**src/rtl/serial_bridge_pkg.sv**
```systemverilog
// -----------------------------------------------------------------------------
// serial_bridge_pkg
// Shared types and helpers for the serial slave bridge: FSM state encoding,
// beat-count helpers and the {mode, addr, data} request packer.
// Ports: none (package).
// -----------------------------------------------------------------------------
package serial_bridge_pkg;

  typedef enum logic [2:0] {
    IDLE,
    ADDR,
    DATA,
    PUSH,
    RD_REQ,
    RD_WAIT,
    SEND,
    SPLIT
  } bridge_state_e;

  // Widest request the packer can build: 1 mode bit + 64 addr + 64 data.
  localparam int unsigned PACK_MAX_W = 129;

  function automatic int unsigned beat_count(input int unsigned width, input int unsigned lane);
    return width / lane;
  endfunction

  function automatic int unsigned addr_beats(input int unsigned addr_w, input int unsigned lane);
    return beat_count(addr_w, lane);
  endfunction

  function automatic int unsigned data_beats(input int unsigned data_w, input int unsigned lane);
    return beat_count(data_w, lane);
  endfunction

  function automatic int unsigned max_u(input int unsigned a, input int unsigned b);
    return (a > b) ? a : b;
  endfunction

  // Caller passes addr/data zero-extended; result is truncated by the caller.
  function automatic logic [PACK_MAX_W-1:0] pack_req(input logic m, input logic [63:0] addr,
                                                     input logic [63:0] data,
                                                     input int unsigned addr_w,
                                                     input int unsigned data_w);
    return (PACK_MAX_W'(m) << (addr_w + data_w)) | (PACK_MAX_W'(addr) << data_w) |
           PACK_MAX_W'(data);
  endfunction

endpackage

```
**src/rtl/bridge_wr_fifo.sv**
```systemverilog
// -----------------------------------------------------------------------------
// bridge_wr_fifo
// Posted-write FIFO with registered storage and a first-word fall-through head.
// Ports: clk, rst (async active-high), push/din (write), pop (read),
//        dout (current head), full, empty.
// -----------------------------------------------------------------------------
module bridge_wr_fifo #(
  parameter int unsigned DEPTH = 4,
  parameter int unsigned WIDTH = 25
) (
  input  logic             clk,
  input  logic             rst,
  input  logic             push,
  input  logic             pop,
  input  logic [WIDTH-1:0] din,
  output logic [WIDTH-1:0] dout,
  output logic             full,
  output logic             empty
);

  localparam int unsigned PTR_W = $clog2(DEPTH);
  localparam int unsigned CNT_W = PTR_W + 1;

  if ((DEPTH < 2) || ((DEPTH & (DEPTH - 1)) != 0)) begin : g_bad_depth
    $error("bridge_wr_fifo: DEPTH must be a power of two >= 2");
  end

  logic [WIDTH-1:0] r_mem[DEPTH];
  logic [PTR_W-1:0] r_wr_ptr;
  logic [PTR_W-1:0] r_rd_ptr;
  logic [CNT_W-1:0] r_count;
  logic             w_push;
  logic             w_pop;

  assign full   = (r_count == CNT_W'(DEPTH));
  assign empty  = (r_count == '0);
  assign dout   = r_mem[r_rd_ptr];
  assign w_pop  = pop && !empty;
  // A push into a full FIFO is legal when the head leaves in the same cycle.
  assign w_push = push && (!full || w_pop);

  // Storage, pointers (wrap naturally: depth is a power of two) and occupancy.
  always_ff @(posedge clk or posedge rst) begin
    if (rst) begin
      r_wr_ptr <= '0;
      r_rd_ptr <= '0;
      r_count  <= '0;
      for (int i = 0; i < int'(DEPTH); i++) r_mem[i] <= '0;
    end else begin
      if (w_push) begin
        r_mem[r_wr_ptr] <= din;
        r_wr_ptr        <= r_wr_ptr + PTR_W'(1);
      end
      if (w_pop) r_rd_ptr <= r_rd_ptr + PTR_W'(1);
      case ({w_push, w_pop})
        2'b10:   r_count <= r_count + CNT_W'(1);
        2'b01:   r_count <= r_count - CNT_W'(1);
        default: r_count <= r_count;
      endcase
    end
  end

endmodule

```
**src/rtl/serial_slave_bridge.sv**
```systemverilog
// -----------------------------------------------------------------------------
// serial_slave_bridge
// Bus-side slave bridge: deserialises address/write-data beats, buffers posted
// writes in bridge_wr_fifo, issues in-order reads behind pending writes and
// serialises read data back onto the bus.
// Optional feature macro: SLAVE_BRIDGE_SPLIT_EN (split reads via SPLIT state).
// Ports:
//   clk, rst                  clock, async active-high reset
//   mode, wr_bus, master_valid master request side (1=write), MSB-first beats
//   slave_ready               bridge accepts wr_bus beats
//   rd_bus, slave_valid, master_ready  read-data beats back to the master
//   split                     read split in progress (0 without the macro)
//   req_valid, req_ready, req_out      parallel {mode, addr, data} request
//   rsp_valid, rsp_data       single-cycle read response
// -----------------------------------------------------------------------------
module serial_slave_bridge
  import serial_bridge_pkg::*;
#(
  parameter int unsigned ADDR_WIDTH    = 16,
  parameter int unsigned DATA_WIDTH    = 8,
  parameter int unsigned LANE_WIDTH    = 1,
  parameter int unsigned WR_FIFO_DEPTH = 4
) (
  input  logic                             clk,
  input  logic                             rst,
  input  logic                             mode,
  input  logic [LANE_WIDTH-1:0]            wr_bus,
  input  logic                             master_valid,
  input  logic                             master_ready,
  output logic [LANE_WIDTH-1:0]            rd_bus,
  output logic                             slave_ready,
  output logic                             slave_valid,
  output logic                             split,
  output logic                             req_valid,
  input  logic                             req_ready,
  output logic [ADDR_WIDTH+DATA_WIDTH:0]   req_out,
  input  logic                             rsp_valid,
  input  logic [DATA_WIDTH-1:0]            rsp_data
);

  localparam int unsigned AB    = addr_beats(ADDR_WIDTH, LANE_WIDTH);
  localparam int unsigned DB    = data_beats(DATA_WIDTH, LANE_WIDTH);
  localparam int unsigned CNT_W = $clog2(max_u(AB, DB) + 1);
  localparam int unsigned REQ_W = 1 + ADDR_WIDTH + DATA_WIDTH;

  if (((ADDR_WIDTH % LANE_WIDTH) != 0) || ((DATA_WIDTH % LANE_WIDTH) != 0)) begin : g_bad_lane
    $error("serial_slave_bridge: LANE_WIDTH must divide ADDR_WIDTH and DATA_WIDTH");
  end

  bridge_state_e         r_state;
  logic                  r_mode;
  logic [ADDR_WIDTH-1:0] r_addr;
  logic [DATA_WIDTH-1:0] r_data;
  logic [DATA_WIDTH-1:0] r_shift;
  logic [CNT_W-1:0]      r_cnt;
  logic                  r_rd_req;
  logic                  r_slave_ready;
  logic                  r_slave_valid;
  logic [LANE_WIDTH-1:0] r_rd_bus;

  logic [ADDR_WIDTH-1:0] w_addr_next;
  logic [DATA_WIDTH-1:0] w_data_next;
  logic [DATA_WIDTH-1:0] w_shift_next;
  logic [REQ_W-1:0]      w_fifo_din;
  logic [REQ_W-1:0]      w_fifo_dout;
  logic [REQ_W-1:0]      w_rd_req;
  logic                  w_fifo_push;
  logic                  w_fifo_pop;
  logic                  w_fifo_full;
  logic                  w_fifo_empty;

  // MSB-first shift-in: new beat enters at the bottom, oldest bits move up.
  assign w_addr_next  = ADDR_WIDTH'({r_addr, wr_bus});
  assign w_data_next  = DATA_WIDTH'({r_data, wr_bus});
  assign w_shift_next = r_shift << LANE_WIDTH;

  assign w_fifo_din  = REQ_W'(pack_req(1'b1, 64'(r_addr), 64'(r_data), ADDR_WIDTH, DATA_WIDTH));
  assign w_rd_req    = REQ_W'(pack_req(1'b0, 64'(r_addr), 64'd0, ADDR_WIDTH, DATA_WIDTH));
  assign w_fifo_push = (r_state == PUSH);
  assign w_fifo_pop  = !r_rd_req && !w_fifo_empty && req_ready;

  bridge_wr_fifo #(
    .DEPTH(WR_FIFO_DEPTH),
    .WIDTH(REQ_W)
  ) u_wr_fifo (
    .clk  (clk),
    .rst  (rst),
    .push (w_fifo_push),
    .pop  (w_fifo_pop),
    .din  (w_fifo_din),
    .dout (w_fifo_dout),
    .full (w_fifo_full),
    .empty(w_fifo_empty)
  );

  // A read request only exists once the FIFO has drained, so the two never collide.
  assign req_valid   = r_rd_req || !w_fifo_empty;
  assign req_out     = r_rd_req ? w_rd_req : (w_fifo_empty ? '0 : w_fifo_dout);
  assign slave_ready = r_slave_ready;
  assign slave_valid = r_slave_valid;
  assign rd_bus      = r_rd_bus;

`ifdef SLAVE_BRIDGE_SPLIT_EN
  logic r_split;
  assign split = r_split;
`else
  assign split = 1'b0;
`endif

  // Bridge FSM; handshake outputs are set on the transition into each state.
  always_ff @(posedge clk or posedge rst) begin
    if (rst) begin
      r_state       <= IDLE;
      r_mode        <= 1'b0;
      r_addr        <= '0;
      r_data        <= '0;
      r_shift       <= '0;
      r_cnt         <= '0;
      r_rd_req      <= 1'b0;
      r_slave_ready <= 1'b0;
      r_slave_valid <= 1'b0;
      r_rd_bus      <= '0;
`ifdef SLAVE_BRIDGE_SPLIT_EN
      r_split       <= 1'b0;
`endif
    end else begin
      case (r_state)
        IDLE: begin
          if (master_valid && !(mode && w_fifo_full)) begin
            r_state       <= ADDR;
            r_mode        <= mode;
            r_cnt         <= '0;
            r_slave_ready <= 1'b1;
          end
        end
        ADDR: begin
          if (!master_valid) begin
            r_state       <= IDLE;
            r_cnt         <= '0;
            r_slave_ready <= 1'b0;
          end else begin
            r_addr <= w_addr_next;
            if (r_cnt == CNT_W'(AB - 1)) begin
              r_cnt <= '0;
              if (r_mode) begin
                r_state <= DATA;
              end else begin
                r_state       <= RD_REQ;
                r_slave_ready <= 1'b0;
              end
            end else begin
              r_cnt <= r_cnt + CNT_W'(1);
            end
          end
        end
        DATA: begin
          if (!master_valid) begin
            r_state       <= IDLE;
            r_cnt         <= '0;
            r_slave_ready <= 1'b0;
          end else begin
            r_data <= w_data_next;
            if (r_cnt == CNT_W'(DB - 1)) begin
              r_state       <= PUSH;
              r_cnt         <= '0;
              r_slave_ready <= 1'b0;
            end else begin
              r_cnt <= r_cnt + CNT_W'(1);
            end
          end
        end
        PUSH: begin
          r_state <= IDLE;
          r_cnt   <= '0;
        end
        RD_REQ: begin
          // Hold off until every earlier posted write has left the FIFO.
          if (!r_rd_req) begin
            if (w_fifo_empty) r_rd_req <= 1'b1;
          end else if (req_ready) begin
            r_rd_req <= 1'b0;
            r_state  <= RD_WAIT;
            r_cnt    <= '0;
          end
        end
        RD_WAIT: begin
          if (rsp_valid) begin
            r_state       <= SEND;
            r_cnt         <= '0;
            r_shift       <= rsp_data;
            r_rd_bus      <= rsp_data[DATA_WIDTH-1 -: LANE_WIDTH];
            r_slave_valid <= 1'b1;
          end
`ifdef SLAVE_BRIDGE_SPLIT_EN
          else begin
            r_state <= SPLIT;
            r_cnt   <= '0;
            r_split <= 1'b1;
          end
`endif
        end
`ifdef SLAVE_BRIDGE_SPLIT_EN
        SPLIT: begin
          if (rsp_valid) begin
            r_state       <= SEND;
            r_cnt         <= '0;
            r_shift       <= rsp_data;
            r_rd_bus      <= rsp_data[DATA_WIDTH-1 -: LANE_WIDTH];
            r_slave_valid <= 1'b1;
            r_split       <= 1'b0;
          end
        end
`endif
        SEND: begin
          if (master_ready) begin
            if (r_cnt == CNT_W'(DB - 1)) begin
              r_state       <= IDLE;
              r_cnt         <= '0;
              r_slave_valid <= 1'b0;
              r_rd_bus      <= '0;
            end else begin
              r_shift  <= w_shift_next;
              r_rd_bus <= w_shift_next[DATA_WIDTH-1 -: LANE_WIDTH];
              r_cnt    <= r_cnt + CNT_W'(1);
            end
          end
        end
        default: begin
          r_state <= IDLE;
          r_cnt   <= '0;
        end
      endcase
    end
  end

endmodule
```
**config.mk**
```make
export PLATFORM = sky130hd
export DESIGN_NAME = serial_slave_bridge
export DESIGN_NICKNAME = d
export VERILOG_FILES = /design/src/rtl/serial_bridge_pkg.sv /design/src/rtl/bridge_wr_fifo.sv /design/src/rtl/serial_slave_bridge.sv
export SDC_FILE = /design/constraint.sdc
export NUM_CORES = 1
export LEC_CHECK = 0
export ABC_CLOCK_PERIOD_IN_PS = 5800
export BUFFER_PORTS_ARGS = -buffer_cell sky130_fd_sc_hd__buf_2
export CAP_MARGIN = 20
export CORE_MARGIN = 2
export CORE_UTILIZATION = 30
export DETAILED_ROUTE_END_ITERATION = 10
export PLACE_DENSITY = 0.49
export SLEW_MARGIN = 20
export SYNTH_ARGS = -nofsm -noshare
export SYNTH_HDL_FRONTEND = slang
export SYNTH_SLANG_ARGS = --single-unit
```
**constraint.sdc**
```tcl
create_clock -name clk -period 5.8 [get_ports clk]
set_input_delay 1.16 -clock clk [delete_from_list [all_inputs] [get_ports clk]]
set_output_delay 1.16 -clock clk [all_outputs]
set_load 0.1 [all_outputs]
```
==> flow_summary.ini <==
[timing]
fin_skew_ns = 0.00824
rsz0062_at_grt = no
worstMarginPinSlew_ns = 0.978
tns_ns = 0
setup_viol = 0
drv_slew = 0
hold_viol_final = 0
fmax_mhz = 266
finalCritPeriodShare_pct = 64.7
fin_crit_ns = 3.76
maxSlewHeadroom_pct = 34.8
worst_slack_ns = 2.04
whs_ns = 0.463

[cts]
htreeDepth = 4
holdBufCountCts = 0
clk_latency_ns = 0.43
cts.clk_slew.worst_paths_ns = 0.06
root_buffer = clkbuf_16
clock_path_buffers = 2
numCtsBuffers = 17
cts_setup_buffers = 0
cts_resized = 0
cts_tree = yes
clock_sinks = 151

[logic_synthesis]
ys_ff_latch = 151
synthAdderAreaFrac_pct = 1.64
synth_top_family_by_area = multiplexers
synth-edff-count = 0
synthMuxAreaShare_pct = 29.0
synthSimpleGateAreaFrac_pct = 8.56
syn_inst = 523
synth_area_leaders = dfrtp_1 52%, mux2_4 16%, mux4_2 7.7%
syn_nets = 548
yosysTopAreaCell = dfrtp_1
yosysSeqAreaShare_pct = 51.6
synth-xor-area-share_pct = 0.717
synthDistinctLibCells = 47
synth_commonest_cells = 151 x dfrtp_1, 76 x mux2_4, 53 x nand2_1
yosysWarnings = 0
syn_area_mm2 = 0.00732
ys.flop_type = dfrtp_1
netlist.area_leader.share_pct = 51.6
async_flop_share_pct = 100
yosysMostFrequentCell = dfrtp_1
syn_avg_cell_area_um2 = 14.0
synth_compound_gate_area_share_pct = 5.28

[die]
die_y_um = 160
start_util_pct = 30.3
rows = 57
fp.dieW_um = 160
ios = 46
fp.coreArea_mm2 = 0.0242
die-area_mm2 = 0.0257

[setup_path]
crit_path_start = r_rd_req$_DFFE_PP0N_
cp_top_family = buffers and inverters
reg2reg_slack_ns = 2.96
critical_path_depth = 4
r2r.worst_path.cells = 9
critPathArrivalTime_ns = 2.60
setup.worst_path.end_class = output pin
worstPathMaxFanout = 22
crit_chain = nor2_2 -> buf_4 -> a22o_1 -> buf_2
path_class = reg -> out
endpoint = req_out[21]
crit_buf_inv = 2
timing.rr.start = r_rd_req$_DFFE_PP0N_
slowest_stage = dfrtp_1
cp-start-kind = register
slowest_delay_ns = 0.74
reg2reg_to = u_wr_fifo.r_count[2]$_DFFE_PP0P_
worst_ep_required_time_ns = 4.64

[layout]
drive_gt1_share_pct = 38.8
fin_area_mm2 = 0.00845
layout-area-overhead-vs-synth_pct = 15.3
nets = 589
utilization_pct = 34.9
finalNonFillerCells = 901
diodes = 0

[route]
drcViolationCount = 0
num_vias = 4246
drt_wl_total_um = 16100
drt_iter0_markers = 217
wire_per_inst_um = 17.8
viasPerCell = 4.71
antenna_left = 0
dr.pass1.iters = 5

[global_route]
grt_max_degree = 108
grt_pass1_vias = 4622
grt_remaining_overflow = 0
grt_pass1_wl_um = 26500
grt_usage_pct = 13.3
antenna_found_initial = 0

[power]
peakVddDrop_mv = 0.204
total_power_mw = 3.84
leakage_nw = 4.27
pwr_density_cell_mw_per_mm2 = 454

[placement]
port_buffers = 44
placed_cells = 869
place_area_mm2 = 0.00784
pre_cts_ws_ns = 2.39
hpwl_um = 9750
place_congestion = 0.707

[job]
max-cap-violations = 0

[hold_path]
whs_path_depth = 1
hold_path_class = reg -> reg

[run_status]
status = complete, no violations
==> report_power, final <==
| part | leakage, nW | switching [mW] | internal (mW) | total [mW] |
|---|---|---|---|---|
| registers | 2.04 | 0.290 | 1.25 | 1.54 |
| logic | 1.95 | 0.697 | 0.465 | 1.16 |
| clock network | 0.283 | 0.458 | 0.683 | 1.14 |
==> routing by layer <==
metal	vias up	share of wire, %	GRT usage (%)
met5	-	0	0
met4	0	1.1	3.69
met3	19	3.9	3.82
met2	78	49	21.7
met1	2192	46	17.4
li1	1957	-	-
==> sequential cells by signal, indices dropped and copies added (netlist names) <==
signal              count
r_addr                 16
r_cnt                   5
r_data                  8
r_mode                  1
r_rd_req                1
r_shift                 7
r_state                 3
rd_bus                  1
slave_ready             1
slave_valid             1
u_wr_fifo.r_count       3
u_wr_fifo.r_mem       100
u_wr_fifo.r_rd_ptr      2
u_wr_fifo.r_wr_ptr      2
==> worst min path at each step <==
stage,start,endpoint,slack (ns)
global route,u_wr_fifo.r_mem[99]$_DFFE_PP0P_,u_wr_fifo.r_mem[99]$_DFFE_PP0P_,0.49
global placement,u_wr_fifo.r_mem[24]$_DFFE_PP0P_,u_wr_fifo.r_mem[24]$_DFFE_PP0P_,0.45
detailed placement,u_wr_fifo.r_mem[24]$_DFFE_PP0P_,u_wr_fifo.r_mem[24]$_DFFE_PP0P_,0.45
floorplan,u_wr_fifo.r_mem[49]$_DFFE_PP0P_,u_wr_fifo.r_mem[49]$_DFFE_PP0P_,0.43
CTS,u_wr_fifo.r_mem[24]$_DFFE_PP0P_,u_wr_fifo.r_mem[24]$_DFFE_PP0P_,0.47
finish,u_wr_fifo.r_mem[99]$_DFFE_PP0P_,u_wr_fifo.r_mem[99]$_DFFE_PP0P_,0.46
==> cell usage in the layout, fill, tap and decap left out, types with 4 or more instances in the layout <==
master,instances
nand2b_1,9
mux2_4,76
nand2_4,4
nand3_1,5
nor2_1,17
clkbuf_16,17
buf_2,44
and2_1,10
a22o_1,17
mux4_2,25
mux2i_1,6
dfrtp_1,150
inv_1,13
mux2_2,32
ha_1,8
o21ai_0,7
nand2_1,53
a21oi_1,15
buf_4,7
clkinvlp_4,4
==> logic make-up after synthesis <==
group / after synthesis
AO/OA/AOI/OAI: 53
flip-flops: 151
multiplexers: 139
adder cells (fa/ha/maj): 9
XOR/XNOR: 6
buffers and inverters: 43
other: 1
AND/OR/NAND/NOR: 121
==> area by class of cell <==
type / instances / area, um^2
fillers: 2311 / 15700
well taps: 324 / 405
repair buffers: 51 / 273
inverters: 14 / 60.1
flip-flops and latches: 151 / 3780
clock buffers: 19 / 433
multi-input cells: 329 / 3320
clock inverters: 13 / 171
Note: power is estimated with default switching activity, not from simulation.
